$ cat src/rtl/reg_port_arbiter.sv
// reg_port_arbiter
//   Owns the four general registers r0..r3 and shares their single access
//   port among NREQ requesters with round-robin arbitration. At most one
//   read or write is granted per cycle; read data comes back one cycle after
//   the grant. A requester may hold the port for a short read-modify-write
//   sequence (lock), bounded by LOCK_MAX consecutive granted cycles.
//
// Ports:
//   clk     system clock, rising edge
//   rst_n   asynchronous active-low reset
//   req     per-requester access request, held until granted
//   we      per-requester write enable (1 = write, 0 = read)
//   lock    per-requester request to keep the grant next cycle
//   addr    per-requester register index, requester i uses [2i+1:2i]
//   wdata   per-requester write data, requester i uses slice i
//   gnt     one-hot grant, combinational, same cycle as the access
//   sel     register select code of the granted access, 0 when idle
//   rdata   registered read data
//   rvalid  one-hot owner of rdata, high one cycle after a granted read
//   r0..r3  register contents
module reg_port_arbiter #(
  parameter int WIDTH    = 8,
  parameter int NREQ     = 3,
  parameter int LOCK_MAX = 4
) (
  input  logic                    clk,
  input  logic                    rst_n,
  input  logic [NREQ-1:0]         req,
  input  logic [NREQ-1:0]         we,
  input  logic [NREQ-1:0]         lock,
  input  logic [2*NREQ-1:0]       addr,
  input  logic [WIDTH*NREQ-1:0]   wdata,
  output logic [NREQ-1:0]         gnt,
  output logic [1:0]              sel,
  output logic [WIDTH-1:0]        rdata,
  output logic [NREQ-1:0]         rvalid,
  output logic [WIDTH-1:0]        r0,
  output logic [WIDTH-1:0]        r1,
  output logic [WIDTH-1:0]        r2,
  output logic [WIDTH-1:0]        r3
);

  logic [WIDTH-1:0] regs_r [4];
  logic [WIDTH-1:0] rdata_r;
  logic [NREQ-1:0]  rvalid_r;
  logic [1:0]       ptr_r;
  logic             own_vld_r;
  logic [1:0]       own_r;
  logic [3:0]       cnt_r;

  logic             own_req_s;
  logic             gany_s;
  logic             locked_gnt_s;
  logic [1:0]       gidx_s;
  logic [NREQ-1:0]  gnt_s;
  logic [1:0]       g_addr_s;
  logic             g_we_s;
  logic             g_lock_s;
  logic [WIDTH-1:0] g_wdata_s;
  logic [1:0]       ptr_next_s;
  logic             own_vld_next_s;
  logic [1:0]       own_next_s;
  logic [3:0]       cnt_next_s;
  logic [3:0]       cnt_inc_s;
  logic [1:0]       gidx_inc_s;
  int               idx_s;

  // Whether the current lock owner is still requesting.
  always_comb begin
    own_req_s = 1'b0;
    for (int i = 0; i < NREQ; i++) begin
      if (own_r == 2'(i)) begin
        own_req_s = req[i];
      end else begin
        own_req_s = own_req_s;
      end
    end
  end

  // Grant selection: live lock owner first, else round-robin from the pointer.
  always_comb begin
    gany_s       = 1'b0;
    locked_gnt_s = 1'b0;
    gidx_s       = 2'd0;
    idx_s        = 0;
    if (rst_n == 1'b0) begin
      gany_s = 1'b0;
    end else if (own_vld_r && own_req_s) begin
      gany_s       = 1'b1;
      locked_gnt_s = 1'b1;
      gidx_s       = own_r;
    end else begin
      for (int k = 0; k < NREQ; k++) begin
        idx_s = (int'(ptr_r) + k) % NREQ;
        if (!gany_s && req[idx_s]) begin
          gany_s = 1'b1;
          gidx_s = idx_s[1:0];
        end else begin
          gany_s = gany_s;
        end
      end
    end
  end

  // One-hot grant and mux of the granted requester's access fields.
  always_comb begin
    gnt_s     = '0;
    g_addr_s  = 2'd0;
    g_we_s    = 1'b0;
    g_lock_s  = 1'b0;
    g_wdata_s = '0;
    for (int i = 0; i < NREQ; i++) begin
      if (gany_s && (gidx_s == 2'(i))) begin
        gnt_s[i]  = 1'b1;
        g_addr_s  = addr[2*i +: 2];
        g_we_s    = we[i];
        g_lock_s  = lock[i];
        g_wdata_s = wdata[WIDTH*i +: WIDTH];
      end else begin
        gnt_s[i] = 1'b0;
      end
    end
  end

  assign cnt_inc_s  = cnt_r + 4'd1;
  assign gidx_inc_s = (gidx_s == 2'(NREQ - 1)) ? 2'd0 : (gidx_s + 2'd1);

  // Pointer and lock bookkeeping for the next cycle.
  always_comb begin
    ptr_next_s     = ptr_r;
    own_vld_next_s = own_vld_r;
    own_next_s     = own_r;
    cnt_next_s     = cnt_r;
    if (gany_s && locked_gnt_s) begin
      // Pointer already sits past the owner since it acquired the lock.
      if (cnt_inc_s >= 4'(LOCK_MAX)) begin
        own_vld_next_s = 1'b0;
        cnt_next_s     = 4'd0;
        ptr_next_s     = gidx_inc_s;
      end else if (!g_lock_s) begin
        own_vld_next_s = 1'b0;
        cnt_next_s     = 4'd0;
      end else begin
        cnt_next_s = cnt_inc_s;
      end
    end else if (gany_s) begin
      ptr_next_s = gidx_inc_s;
      if (g_lock_s && (LOCK_MAX > 1)) begin
        own_vld_next_s = 1'b1;
        own_next_s     = gidx_s;
        cnt_next_s     = 4'd1;
      end else begin
        own_vld_next_s = 1'b0;
        cnt_next_s     = 4'd0;
      end
    end else begin
      // Owner dropped its request with nobody else asking: release.
      own_vld_next_s = 1'b0;
      cnt_next_s     = 4'd0;
    end
  end

  // Register file, read data and read-valid tag.
  always_ff @(posedge clk or negedge rst_n) begin
    if (!rst_n) begin
      for (int i = 0; i < 4; i++) begin
        regs_r[i] <= '0;
      end
      rdata_r  <= '0;
      rvalid_r <= '0;
    end else if (gany_s && g_we_s) begin
      regs_r[g_addr_s] <= g_wdata_s;
      rvalid_r         <= '0;
    end else if (gany_s) begin
      rdata_r  <= regs_r[g_addr_s];
      rvalid_r <= gnt_s;
    end else begin
      rvalid_r <= '0;
    end
  end

  // Arbitration state: round-robin pointer and lock owner/counter.
  always_ff @(posedge clk or negedge rst_n) begin
    if (!rst_n) begin
      ptr_r     <= 2'd0;
      own_vld_r <= 1'b0;
      own_r     <= 2'd0;
      cnt_r     <= 4'd0;
    end else begin
      ptr_r     <= ptr_next_s;
      own_vld_r <= own_vld_next_s;
      own_r     <= own_next_s;
      cnt_r     <= cnt_next_s;
    end
  end

  assign gnt    = gnt_s;
  assign sel    = g_addr_s;
  assign rdata  = rdata_r;
  assign rvalid = rvalid_r;
  assign r0     = regs_r[0];
  assign r1     = regs_r[1];
  assign r2     = regs_r[2];
  assign r3     = regs_r[3];

endmodule

$ cat config.mk
export PLATFORM = sky130hd
export DESIGN_NAME = reg_port_arbiter
export DESIGN_NICKNAME = d
export VERILOG_FILES = /design/src/rtl/reg_port_arbiter.sv
export SDC_FILE = /design/constraint.sdc
export NUM_CORES = 1
export LEC_CHECK = 0
export BUFFER_PORTS_ARGS = -buffer_cell sky130_fd_sc_hd__buf_2
export CELL_PAD_IN_SITES_DETAIL_PLACEMENT = 1
export CELL_PAD_IN_SITES_GLOBAL_PLACEMENT = 1
export CORE_MARGIN = 3
export CORE_UTILIZATION = 39
export DETAILED_ROUTE_END_ITERATION = 7
export GPL_ROUTABILITY_DRIVEN = 1
export PLACE_DENSITY_LB_ADDON = 0.1
export REMOVE_ABC_BUFFERS = 1
export SLEW_MARGIN = 20
export SYNTH_ARGS = -nofsm -noshare
export SYNTH_HDL_FRONTEND = slang
export SYNTH_SLANG_ARGS = --single-unit
$ cat constraint.sdc
create_clock -name clk -period 3.2 [get_ports clk]
set_clock_uncertainty 0.1 [all_clocks]
set_input_delay 0.16 -clock clk [delete_from_list [all_inputs] [get_ports clk]]
set_output_delay 0.16 -clock clk [all_outputs]
set_load 0.02 [all_outputs]
==> results.rst <==
.. list-table::
   :header-rows: 1

   * - Metric
     - Value
   * - Result of the run
     - completed
   * - Data required time at the worst endpoint
     - 3.30 ns
   * - Total of warnings raised by yosys
     - 0
   * - Fraction of power consumed by the clock network
     - 0.106
   * - Horizontal extent of the die
     - 92.4 um
   * - Max-slew headroom at the worst pin
     - 0.637
   * - Mapped Avg Cell Area
     - 10.4 um2
   * - Relative contribution of sequential cells to total power
     - 0.300
   * - Vert. Die Dim
     - 92.4 um
   * - Starting density of the core
     - 0.415
   * - Largest fanout of any net on the critical path
     - 7
   * - Internal Power
     - 1990 uW
   * - Fraction of layout cells with a size suffix above 1
     - 0.444
   * - Worst min-delay path category
     - input port to flop
   * - Most numerous cell in the Yosys netlist
     - dfrtp_1
   * - Arrival time of data at the critical path endpoint
     - 3.20 ns
   * - TritonCTS Buffers
     - 5
   * - Power per Cell Area
     - 1010 nW/um2
   * - Setup crit end kind
     - flop
   * - Routed WL
     - 9010 um
   * - Sequential-to-total area share from yosys stat
     - 0.447
   * - Final instance area
     - 3760 um2
   * - Post-synthesis cell count
     - 280
   * - Most used DFF post-synth
     - dfrtp_1
   * - Count of flip-flops with a built-in enable after synthesis
     - 0
   * - Reg2Reg Depth
     - 10
   * - IO Count
     - 89
   * - Final hold violation count
     - 0
   * - Number of antenna diodes
     - 0
   * - Total number of vias
     - 2,670
   * - RSZ-0062 raised after global routing
     - false
   * - Sink count of the clock tree
     - 52
   * - Final Critical Period
     - 3.10 ns
   * - Vias in the first global route
     - 2,672
   * - Clock root cell
     - clkbuf_8
   * - Sw Share
     - 0.477
   * - Largest voltage drop on the vdd net
     - 0.424 mV
   * - Cell type with the highest aggregate area in the netlist
     - dfrtp_1
   * - Synthesized area
     - 2910 um2
   * - Max Cap Viol
     - 0
   * - Initial antenna violation count
     - 0
   * - Placement-stage cell area
     - 3550 um2
   * - Source of the worst hold timing path
     - lock[2]
   * - H-tree level count
     - 2
   * - Avg WL per Cell
     - 18.7 um
   * - Largest net degree at the start of global routing
     - 43
   * - Worst-case register-to-register setup slack
     - 0.1 ns
   * - Hold Path End
     - own_r[1]$_DFFE_PN0P_
   * - Top post-synthesis cells by count
     - dfrtp_1 (52), mux2_2 (32), nor2_1 (24)
   * - GR Util All Layers
     - 0.215
   * - CTS tree
     - built
   * - Synth-to-layout area growth
     - 29.2%
   * - Filler instances
     - 814
   * - Leakage power summed over all cells
     - 0.00180 uW
   * - Post-route ant nets
     - 0
   * - Count of input and output buffers
     - 88
   * - Total overflow reported by the global router
     - 0
   * - Register bit total from synthesis
     - 52
   * - Clock latency on the worst-skew pair
     - 0.32 ns
   * - Final worst hold slack
     - 0.0305 ns
   * - Detailed Place HPWL
     - 6820 um
   * - Clock-pin slew on the worst setup and hold paths
     - 0.10 ns
   * - Top-area cell type share of the netlist area
     - 0.447
   * - Number of nets in the final layout
     - 430
   * - Core area
     - 7020 um2
   * - Net switching component of the power
     - 1810 uW
   * - First-pass GRT wire length
     - 14,300 um
   * - Number of design-rule violations left by the first detailed-router iteration
     - 84
   * - Placer congestion estimate
     - 0.791
   * - Max Clk Rate
     - 322 MHz
   * - Die area
     - 8540 um2
   * - Period Utilization, post-route
     - 0.969
   * - R2R Path Start
     - ptr_r[0]$_DFFE_PN0P_
   * - Cell variety after synth
     - 51
   * - Slew @ Worst Pin
     - 0.531 ns
   * - Capture point of the worst reg-to-reg path
     - r3[2]$_DFFE_PN0P_
   * - Critical path start-end classification
     - flop to flop
   * - Share of synthesized flip-flops with an asynchronous set or reset
     - 1.00
   * - Clock Tree Buf Depth
     - 2
   * - Top area cells in the synthesized netlist
     - dfrtp_1 (45%), mux2_2 (12%), mux2i_1 (3.4%), nor2_1 (3.1%), a31oi_1 (2.8%)
   * - Crit start category
     - flop
   * - Number of search-and-repair iterations in the first detailed-routing pass
     - 4
   * - DRC viols
     - 0
   * - Number of rows created at floorplan
     - 30
   * - Finish-stage setup viols
     - 0
   * - Max-slew violation total from the final report
     - 0
   * - Logic gate share of total power
     - 0.594
   * - Detailed-route vias per instance
     - 5.53
   * - Cell depth of the worst min-delay path
     - 3
-- worst max path at each step --
stage,endpoint,from,slack (ns),cells past startpoint
6_report,r3[2]$_DFFE_PN0P_,ptr_r[0]$_DFFE_PN0P_,0.1,10
3_5_place_dp,r1[3]$_DFFE_PN0P_,ptr_r[0]$_DFFE_PN0P_,-0.08,9
3_3_place_gp,r1[5]$_DFFE_PN0P_,ptr_r[0]$_DFFE_PN0P_,0.009,9
4_1_cts,r1[0]$_DFFE_PN0P_,ptr_r[0]$_DFFE_PN0P_,0.05,10
2_1_floorplan,r0[0]$_DFFE_PN0P_,ptr_r[0]$_DFFE_PN0P_,-1.01,11
5_1_grt,r2[6]$_DFFE_PN0P_,ptr_r[1]$_DFFE_PN0P_,0.0003,12
-- power groups by stage --
stage / logic, uW / clock network [uW] / registers [uW]
after floorplan: 1100 / 0 / 1410
after global placement: 2110 / 0 / 1150
after detailed placement: 2170 / 0 / 1150
after CTS: 2200 / 415 / 1140
after global routing: 2450 / 435 / 1190
final: 2260 / 404 / 1140
-- metrics by stage --
| step | power, uW | TNS [ns] | util | instances | setup WS, ns |
|---|---|---|---|---|---|
| 3_5_place_dp | 3320 | -1.19 | 0.506 | 468 | -0.0843 |
| 5_1_grt | 4070 | 0 | 0.536 | 483 | 0.000266 |
| 4_1_cts | 3760 | 0 | 0.529 | 482 | 0.0531 |
| 6_report | 3800 | 0 | 0.536 | 483 | 0.0990 |
| 3_3_place_gp | 3260 | 0 | 0.506 | 468 | 0.00856 |
| 2_1_floorplan | 2520 | -29.66 | - | 268 | -1.01 |
-- critical path, cell delays in order (launching register included) --
cell	delay, ns
dfrtp_1	0.40
inv_1	0.06
ha_2	0.40
nor2_4	0.07
a2bb2oi_1	0.27
nand3_1	0.19
a2111o_1	0.40
a31o_2	0.36
nor3_4	0.24
buf_4	0.18
mux2_2	0.33
-- placed cells by master (no fill, tap or decap), types with 5 or more instances in the layout --
| cell type | n |
|---|---|
| a2111oi_0 | 5 |
| a211oi_1 | 7 |
| a21oi_1 | 7 |
| a311oi_1 | 7 |
| a31oi_1 | 12 |
| buf_2 | 88 |
| buf_4 | 18 |
| clkbuf_8 | 5 |
| dfrtp_1 | 52 |
| inv_1 | 16 |
| mux2_2 | 32 |
| mux2i_1 | 10 |
| nand2_1 | 16 |
| nand3_1 | 14 |
| nor2_1 | 23 |
| o21ai_0 | 5 |
-- metal layers --
metal  global-route usage  vias up  wire (um)  part of all wire
met5                    0        -          0                 0
met4               0.0557        0         94             0.010
met3               0.0357       10        501             0.056
met2                0.355       82       4280              0.47
met1                0.294     1319       4140              0.46
li1                     -     1259          -                 -
-- cell families (layout without fill, tap and decap cells) --
| logic type | count (synthesis) | after routing | synth area share |
|---|---|---|---|
| muxes | 42 | 42 | 0.158 |
| and+or+nand+nor | 77 | 77 | 0.142 |
| adders and majority gates | 3 | 3 | 0.0129 |
| DFF | 52 | 52 | 0.447 |
| other | 1 | 2 | 0.00129 |
| buffers and inverters | 33 | 139 | 0.0490 |
| xor gates and xnor gates | 1 | 1 | 0.00301 |
| AOI/OAI and AO/OA | 71 | 71 | 0.187 |
-- registers in the layout, indices dropped and copies added (netlist names) --
name       cells
r2             8
own_vld_r      1
r0             8
cnt_r          4
rvalid         3
ptr_r          2
r1             8
r3             8
rdata          8
own_r          2
-- what timing repair did --
item                                    4_1_cts  5_1_grt
hold endpoints to repair                     53        0
endpoints found under the setup margin       21       40
hold buffers                                  2        0
pin swaps                                     2        2
gates resized for setup                       1       11
setup buffers                                 4        1
-- area by class of cell --
| type | count | area [um2] | share of cell area |
|---|---|---|---|
| Inverter | 20 | 75.1 | 0.0200 |
| Timing Repair Buffer | 111 | 656 | 0.174 |
| Clock buffer | 5 | 68.8 | 0.0183 |
| Sequential cell | 52 | 1300 | 0.346 |
| Clock inverter | 3 | 27.5 | 0.00732 |
| Multi-Input combinational cell | 196 | 1510 | 0.402 |
| Tap cell | 96 | 120 | 0.0319 |
Note: power is estimated with default switching activity, not from simulation.
